### src/rtl/i2s_mstr_tx_if.sv
// Sample-side bus of the I2S master transmitter, plus the serial I2S pins.
//
// master : sample producer (full-chip bench, audio source). Drives wrt and
//          the sample pair, observes buffer status and the I2S pins.
// slave  : the transmitter itself. Consumes samples, drives status and pins.
//
// Signals
//   wrt        one-clk strobe offering lft_smpl/rght_smpl
//   lft_smpl   24-bit signed left sample
//   rght_smpl  24-bit signed right sample
//   buf_full   write buffer holds an untransferred pair (wrt ignored)
//   undrrn     one-clk pulse at a frame start with an empty buffer
//   frm_strt   one-clk pulse at every frame start
//   I2S_sclk   bit clock, clk/32
//   I2S_ws     word select, 0 = left, 1 = right
//   I2S_data   serial data, MSB first
interface i2s_mstr_tx_if;
  logic        wrt;
  logic [23:0] lft_smpl;
  logic [23:0] rght_smpl;
  logic        buf_full;
  logic        undrrn;
  logic        frm_strt;
  logic        I2S_sclk;
  logic        I2S_ws;
  logic        I2S_data;

  modport master (
    output wrt, lft_smpl, rght_smpl,
    input  buf_full, undrrn, frm_strt, I2S_sclk, I2S_ws, I2S_data
  );

  modport slave (
    input  wrt, lft_smpl, rght_smpl,
    output buf_full, undrrn, frm_strt, I2S_sclk, I2S_ws, I2S_data
  );
endinterface

### src/rtl/i2s_mstr_tx.sv
// I2S master transmitter, Philips format, 24-bit samples in 32-bit slots.
//
// A one-deep write buffer accepts left/right pairs; at each frame start
// (bit period 63 -> 0) the buffered pair is copied into the holding
// registers that feed the serializer. With nothing buffered, the previous
// pair repeats and undrrn pulses.
//
// Ports
//   clk       system clock (50 MHz), all logic on posedge
//   rst_n     asynchronous active-low reset
//   smpl_bus  i2s_mstr_tx_if.slave: wrt/lft_smpl/rght_smpl in,
//             buf_full/undrrn/frm_strt/I2S_sclk/I2S_ws/I2S_data out
//
// Timing: bit clock = clk/32, 64 bit clocks per stereo frame (2048 clks).
// I2S_ws and I2S_data change only on the clk edge where sclk_cnt wraps
// 31 -> 0 (the I2S_sclk falling edge), 16 clks ahead of the next rising edge.
module i2s_mstr_tx (
  input  logic          clk,
  input  logic          rst_n,
  i2s_mstr_tx_if.slave  smpl_bus
);

  logic [4:0]  sclk_cnt;
  logic [5:0]  bit_cnt;
  logic [4:0]  sclk_nxt;
  logic [5:0]  bit_nxt;

  logic [23:0] lft_buf;
  logic [23:0] rght_buf;
  logic [23:0] lft_shft;
  logic [23:0] rght_shft;

  logic        buf_full_q;
  logic        undrrn_q;
  logic        frm_strt_q;
  logic        sclk_q;
  logic        ws_q;
  logic        data_q;

  logic        fall;
  logic        xfer;
  logic        accept;
  logic        data_nxt;
  logic [4:0]  lft_idx;
  logic [4:0]  rght_idx;

  // Data for the bit period being entered on this fall. Periods 1-24 carry
  // left[23:0] and 33-56 right[23:0]; everything else is padding zeros,
  // which also provides the one-bit delay after each ws transition.
  // Indexing (rather than shifting) keeps the holding registers untouched
  // for the whole frame.
  always_comb begin
    sclk_nxt = sclk_cnt + 5'd1;
    bit_nxt  = bit_cnt + 6'd1;
    fall     = (sclk_cnt == 5'd31);
    xfer     = fall && (bit_cnt == 6'd63);
    accept   = smpl_bus.wrt && !buf_full_q;
    lft_idx  = 5'(6'd24 - bit_nxt);
    rght_idx = 5'(6'd56 - bit_nxt);
    data_nxt = 1'b0;
    if ((bit_nxt >= 6'd1) && (bit_nxt <= 6'd24)) begin
      data_nxt = lft_shft[lft_idx];
    end else if ((bit_nxt >= 6'd33) && (bit_nxt <= 6'd56)) begin
      data_nxt = rght_shft[rght_idx];
    end
  end

  // Bit clock and frame timing. I2S_sclk is loaded from the next count so
  // that it always equals sclk_cnt[4].
  always_ff @(posedge clk or negedge rst_n) begin
    if (!rst_n) begin
      sclk_cnt <= 5'd0;
      sclk_q   <= 1'b0;
      bit_cnt  <= 6'd0;
      ws_q     <= 1'b0;
      data_q   <= 1'b0;
    end else begin
      sclk_cnt <= sclk_nxt;
      sclk_q   <= sclk_nxt[4];
      if (fall) begin
        bit_cnt <= bit_nxt;
        ws_q    <= bit_nxt[5];
        data_q  <= data_nxt;
      end
    end
  end

  // Write buffer. A write accepted on a transfer edge with an empty buffer
  // still lands here; the transfer sees the old (empty) state, so the new
  // pair waits one more frame.
  always_ff @(posedge clk or negedge rst_n) begin
    if (!rst_n) begin
      lft_buf    <= 24'd0;
      rght_buf   <= 24'd0;
      buf_full_q <= 1'b0;
    end else begin
      if (accept) begin
        lft_buf  <= smpl_bus.lft_smpl;
        rght_buf <= smpl_bus.rght_smpl;
      end
      if (xfer && buf_full_q) begin
        buf_full_q <= 1'b0;
      end else if (accept) begin
        buf_full_q <= 1'b1;
      end
    end
  end

  // Holding registers change only on the transfer edge.
  always_ff @(posedge clk or negedge rst_n) begin
    if (!rst_n) begin
      lft_shft  <= 24'd0;
      rght_shft <= 24'd0;
    end else if (xfer && buf_full_q) begin
      lft_shft  <= lft_buf;
      rght_shft <= rght_buf;
    end
  end

  // Frame-start status pulses.
  always_ff @(posedge clk or negedge rst_n) begin
    if (!rst_n) begin
      undrrn_q   <= 1'b0;
      frm_strt_q <= 1'b0;
    end else begin
      undrrn_q   <= xfer && !buf_full_q;
      frm_strt_q <= xfer;
    end
  end

  assign smpl_bus.buf_full = buf_full_q;
  assign smpl_bus.undrrn   = undrrn_q;
  assign smpl_bus.frm_strt = frm_strt_q;
  assign smpl_bus.I2S_sclk = sclk_q;
  assign smpl_bus.I2S_ws   = ws_q;
  assign smpl_bus.I2S_data = data_q;

endmodule

### src/flat_wrapper.sv
// flat-port wrapper written by rule: the top's interface ports become plain ports
module i2s_mstr_tx_flat 
  (clk, rst_n, smpl_bus_wrt, smpl_bus_lft_smpl, smpl_bus_rght_smpl, smpl_bus_buf_full, smpl_bus_undrrn, smpl_bus_frm_strt, smpl_bus_I2S_sclk, smpl_bus_I2S_ws, smpl_bus_I2S_data);
  i2s_mstr_tx_if smpl_bus_i ();
  input  logic clk;
  input  logic rst_n;
  input wire logic [$bits(smpl_bus_i.wrt)-1:0] smpl_bus_wrt;
  input wire logic [$bits(smpl_bus_i.lft_smpl)-1:0] smpl_bus_lft_smpl;
  input wire logic [$bits(smpl_bus_i.rght_smpl)-1:0] smpl_bus_rght_smpl;
  output wire logic [$bits(smpl_bus_i.buf_full)-1:0] smpl_bus_buf_full;
  output wire logic [$bits(smpl_bus_i.undrrn)-1:0] smpl_bus_undrrn;
  output wire logic [$bits(smpl_bus_i.frm_strt)-1:0] smpl_bus_frm_strt;
  output wire logic [$bits(smpl_bus_i.I2S_sclk)-1:0] smpl_bus_I2S_sclk;
  output wire logic [$bits(smpl_bus_i.I2S_ws)-1:0] smpl_bus_I2S_ws;
  output wire logic [$bits(smpl_bus_i.I2S_data)-1:0] smpl_bus_I2S_data;
  assign smpl_bus_i.wrt = smpl_bus_wrt;
  assign smpl_bus_i.lft_smpl = smpl_bus_lft_smpl;
  assign smpl_bus_i.rght_smpl = smpl_bus_rght_smpl;
  assign smpl_bus_buf_full = smpl_bus_i.buf_full;
  assign smpl_bus_undrrn = smpl_bus_i.undrrn;
  assign smpl_bus_frm_strt = smpl_bus_i.frm_strt;
  assign smpl_bus_I2S_sclk = smpl_bus_i.I2S_sclk;
  assign smpl_bus_I2S_ws = smpl_bus_i.I2S_ws;
  assign smpl_bus_I2S_data = smpl_bus_i.I2S_data;
  i2s_mstr_tx u_core (.clk(clk), .rst_n(rst_n), .smpl_bus(smpl_bus_i));
endmodule
### config.mk
export PLATFORM = sky130hd
export DESIGN_NAME = i2s_mstr_tx_flat
export DESIGN_NICKNAME = d
export VERILOG_FILES = /design/src/rtl/i2s_mstr_tx_if.sv /design/src/rtl/i2s_mstr_tx.sv /design/src/flat_wrapper.sv
export SDC_FILE = /design/constraint.sdc
export NUM_CORES = 1
export LEC_CHECK = 0
export ABC_AREA = 1
export ABC_CLOCK_PERIOD_IN_PS = 2800
export CORE_MARGIN = 5
export CORE_UTILIZATION = 56
export CTS_CLUSTER_DIAMETER = 60
export DETAILED_ROUTE_END_ITERATION = 8
export PLACE_DENSITY = 0.89
export SYNTH_ARGS = -nofsm -noshare
export SYNTH_HDL_FRONTEND = slang
export SYNTH_SLANG_ARGS = --single-unit
### constraint.sdc
create_clock -name clk -period 2.8 [get_ports clk]
set_clock_uncertainty 0.2 [all_clocks]
set_input_delay 0.56 -clock clk [delete_from_list [all_inputs] [get_ports clk]]
set_output_delay 0.56 -clock clk [all_outputs]
set_load 0.1 [all_outputs]
; Yosys cells after proc, flatten, opt, wreduce, memory -nomap -nowiden
; Cells that the tools add are included.
; Widths: inputs -> output; s select.
[op_classes]
add_sub_neg = 4
magnitude_cmp = 6
eq_ne = 2
mux = 8
n_reduce_logical = 8
[op_table]
columns = op, count
row1 = $lt 5x6->1 const B, 2
row2 = $bmux 1 s5, 2
row3 = $sub 5x5->5 const A, 2
row4 = $add 6x1->6 const B, 1
row5 = $eq 6x6->1 const B, 1
row6 = $ge 6x1->1 const B, 1
row7 = $ge 6x6->1 const B, 1
row8 = $le 6x5->1 const B, 1
row9 = $le 6x6->1 const B, 1
row10 = $logic_and 1x1->1, 6
row11 = $mux 1, 6
row12 = $add 5x1->5 const B, 1
row13 = $eq 5x5->1 const B, 1
row14 = $reduce_bool 2->1, 1
row15 = $logic_not 1->1, 1
[totals]
ff_bits = 113
input_bits = 51
out_inout_bits = 6
word_cells = 40

; Logic depth before layout (Yosys ltp)
[logic_depth]
depth_word = 6
depth_mapped = 15

; Least setup slack after synthesis
; Ideal clock, no wire load.
[synth_timing]
path_kind = register to register
start = reg u_core.buf_full_q, in the netlist u_core.smpl_bus.buf_full
end = reg u_core.rght_buf[14]
setup_ns = 0.125
arrival_ns = 2.157
slack_ns = 0.318
stages_incl_launch_ff = 6
path_buffers = 2
path_cell_list = dfrtp_1 > inv_1 > nand2_1 > buf_2 > buf_2 > mux2_2
[synth_between]
elab_chain_len = 2
[synth_rtl]
columns = item, line
row1 = start: declaration, i2s_mstr_tx.sv:33  ; logic buf_full_q;
row2 = start signal: assignment, i2s_mstr_tx.sv:95  ; buf_full_q <= 1'b0;
row3 = start signal: assignment, i2s_mstr_tx.sv:102  ; buf_full_q <= 1'b0;
row4 = start signal: assignment, i2s_mstr_tx.sv:104  ; buf_full_q <= 1'b1;
row5 = $logic_not 1->1, i2s_mstr_tx.sv:57  ; accept = smpl_bus.wrt && !buf_full_q;
row6 = $logic_and 1x1->1, i2s_mstr_tx.sv:57
row7 = end signal: assignment, i2s_mstr_tx.sv:99  ; rght_buf <= smpl_bus.rght_smpl;
row8 = end: declaration, i2s_mstr_tx.sv:29  ; logic [23:0] rght_buf;
; Every way passes these cells.
; A chain may end at the register's enable or synchronous reset.

; Worst setup path in the final report
[layout_timing]
start = reg u_core.sclk_cnt[0]
end = reg u_core.lft_shft[22]
[layout_between]
elab_chain_len = 3
[layout_rtl]
columns = item, line
row1 = start: declaration, i2s_mstr_tx.sv:23  ; logic [4:0] sclk_cnt;
row2 = start signal: assignment, i2s_mstr_tx.sv:78  ; sclk_cnt <= sclk_nxt;
row3 = $eq 5x5->1, i2s_mstr_tx.sv:55  ; fall = (sclk_cnt == 5'd31);
row4 = $logic_and 1x1->1, i2s_mstr_tx.sv:56  ; xfer = fall && (bit_cnt == 6'd63);
row5 = named net u_core.xfer, i2s_mstr_tx.sv:41  ; logic xfer;
row6 = $logic_and 1x1->1, i2s_mstr_tx.sv:114  ; end else if (xfer && buf_full_q) begin
row7 = end signal: assignment, i2s_mstr_tx.sv:115  ; lft_shft <= lft_buf;
row8 = end: declaration, i2s_mstr_tx.sv:30  ; logic [23:0] lft_shft;
; The timed path passes the listed nets, and every way through them passes these cells.

==> out/metrics.csv <==
stage,metric,value,unit
timing,drv_slew,0,
worst_setup_path,reg2reg_depth,11,
clock_tree,tritoncts,done,
clock_tree,cts_resized,0,
worst_setup_path,end_kind,register,
routing,antenna_left,0,
global_route,first_global_vias,3784,
layout,post-route-util,66.6,%
place,port_buffers,56,
routing,avgRoutedWirePerCell,14.4,um
timing,max_freq,403,MHz
layout,fill_cells,659,
synth,ys_seq_elements,111,
synth,ys_warn_count,0,
worst_setup_path,path_cells,"ha_1, nand2_1, nor2_1, ha_1, inv_2, nor3_2, inv_1, nor2_8, buf_12, nand2_1, o21ai_0",
clock_tree,cts.sinks,111,
clock_tree,cts_made_buffers,9,
floorplanning,num_rows,34,
clock_tree,hold_buffers,0,
synth,syn_nets,573,
synth,synth_top_area_share,56.7,%
floorplanning,core,8640,um2
global_route,grt_max_degree,68,
floorplanning,dieArea,10700,um2
power_and_ir_drop,p_per_area,462,nW/um2
floorplanning,initial_utilization,56.7,%
clock_tree,h-tree-depth,3,
synth,synthTopCellsByArea,"dfrtp_1 (57%), nand2_1 (15%), mux2_2 (11%)",
clock_tree,cts_setup_buffers,0,
power_and_ir_drop,max-vdd-ir-drop,344,uV
clock_tree,clkSlewWorstSetupHoldPaths,0.11,ns
place,place.gp.congestion,0.873,
timing,rsz0062_at_grt,no,
layout,area_growth,17.5,%
routing,drtIter0Drc,248,
timing,final-hold-violation-count,0,
global_route,grt_pass1_wl,17100,um
place,pre_cts_ws,0.322,ns
timing,tightestPinTransition,0.823,ns
worst_setup_path,worstPathMaxFanout,58,
worst_setup_path,crit_buf_inv,3,
flow_run,cap_violations,0,
place,postPlaceCellArea,5550,um2
timing,relSlewSlack,45.2,%
layout,final_area,5760,um2
worst_setup_path,cp_slowest_cell,dfrtp_1,
global_route,overflow,0,
timing,period_share,88.6,%
layout,layout-drive-gt1-share,15.2,%
clock_tree,clock_latency,0.38,ns
worst_setup_path,max_stage_delay,0.40,ns
clock_tree,clockBufferDepth,2,
global_route,antenna_found_initial,0,
synth,syn_avg_cell_area,9.46,um2
routing,dr.pass1.iters,5,
synth,synth_seq_area_share,56.7,%
floorplanning,fp.dieH,104,um
place,dp_hpwl,6950,um
global_route,grt_use_total,19.2,%
layout,nNetsFinal,628,
min_path,hold_class,input pin to asynchronous set/reset pin,
routing,drc_errors,0,
timing,setup_tns,0,ns
clock_tree,cts_root_buf,clkbuf_8,
routing,vias_per_cell,5.31,
worst_setup_path,crit_type,register to register,
synth,synth.cell_area,4900,um2
synth,synth_cell_types,21,
timing,period_needed,2.48,ns
worst_setup_path,cpLargestDelayFamily,simple AND/OR/NAND/NOR gates,
worst_setup_path,worst_ep_arrival_time,2.58,ns
worst_setup_path,critPathRequiredTime,2.90,ns
floorplanning,die_x,104,um
synth,synth_area_leader_cell,dfrtp_1,
synth,syn_inst,518,
run_status,outcome,"finished, final reports clean",
floorplanning,ios,57,
routing,wirelength,9900,um
worst_setup_path,start_kind,register,
timing,setup_slack,0.319,ns
layout,diodes,0,
routing,vias,3646,
power_and_ir_drop,leakage,0.00300,uW
worst_setup_path,rr_startpoint,u_core.sclk_cnt[0],
worst_setup_path,worst_r2r_endpoint,u_core.lft_shft[22],
worst_setup_path,regToRegSetupSlack,0.32,ns
timing,setup_violations,0,
[where the power goes]
part | switching [uW] | leakage [uW] | internal, uW
Sequential | 0 | 0.00153 | 1600
Combinational | 38.5 | 0.00136 | 64.1
Clock | 577 | 0.000104 | 378
[through the flow]
stage | hold WS (ns) | power (uW) | std cells
after CTS | 0.0874 | 2690 | 686
after global routing | 0.125 | 2760 | 686
after detailed placement | 0.253 | 1740 | 670
after floorplan | 0.0644 | 1630 | 518
final | 0.0778 | 2660 | 686
after global placement | 0.233 | 1740 | 670
[per-layer routing]
layer | share of wire (%) | GRT usage (%) | wire length [um]
met4 | 1.8 | 6.65 | 179
met2 | 52 | 33.2 | 5130
met3 | 5.0 | 4.23 | 493
met1 | 41 | 23.8 | 4110
met5 | 0 | 0 | 0
[synth_stat cells (all sizes together)]
cell type and n:
dfrtp 111, xor2 3, nor2 16, nor3 1
nand3 21, nand4 3, mux2 48, o21ai 49
nand2 192, inv 49, buf 14, a21oi 2
ha 4, clkbuf 5
[cells in the final DEF (no fill, tap or decap)]
master           instances
a21oi_1                  2
buf_12                   3
buf_4                   11
clkbuf_8                10
clkdlybuf4s50_1         49
clkinv_8                 1
dfrtp_1                111
ha_1                     4
inv_1                   45
inv_2                    4
inv_6                    3
inv_8                    2
mux2_2                  48
nand2_1                191
nand2_2                  1
nand3_1                 21
nand4_1                  3
nor2_1                  12
nor2_2                   1
nor2_4                   2
nor2_8                   1
nor3_2                   1
o21ai_0                 48
o21ai_1                  1
xor2_1                   3
[cell families after synthesis]
kind of cell / Yosys count / share of synthesized area, %
AND/OR/NAND/NOR: 233 / 19.3
flip-flops: 111 / 56.7
buffers and inverters: 68 / 6.26
AO/OA/AOI/OAI: 51 / 5.21
multiplexers: 48 / 11.0
adder cells (fa/ha/maj): 4 / 1.02
XOR/XNOR: 3 / 0.536
[registers in the layout, indices dropped and copies added (netlist names)]
register,count
u_core.sclk_cnt,5
u_core.smpl_bus.buf_full,1
u_core.smpl_bus.I2S_data,1
u_core.smpl_bus.frm_strt,1
u_core.bit_cnt,5
u_core.smpl_bus.undrrn,1
u_core.rght_buf,24
u_core.lft_shft,24
u_core.smpl_bus.I2S_ws,1
u_core.rght_shft,24
u_core.lft_buf,24
[cell type report]
class	count	area (um2)	share of cell area (%)
inverters	49	184	3.20
repair buffers	63	633	11.0
clock inverters	6	65.1	1.13
clock buffers	10	138	2.39
flip-flops and latches	111	2780	48.3
well taps	108	135	2.35
multi-input cells	339	1820	31.7
[worst max path at each step]
stage,from,endpoint,cells past startpoint
after floorplan,u_core.smpl_bus.buf_full,u_core.rght_buf[14],5
after detailed placement,u_core.bit_cnt[1],u_core.smpl_bus.I2S_data,14
final,u_core.sclk_cnt[0],u_core.lft_shft[22],11
after global placement,u_core.bit_cnt[0],u_core.smpl_bus.I2S_data,14
after global routing,u_core.bit_cnt[1],u_core.smpl_bus.I2S_data,14
after CTS,u_core.bit_cnt[1],u_core.smpl_bus.I2S_data,14
Power figures use the tool's default switching activity.
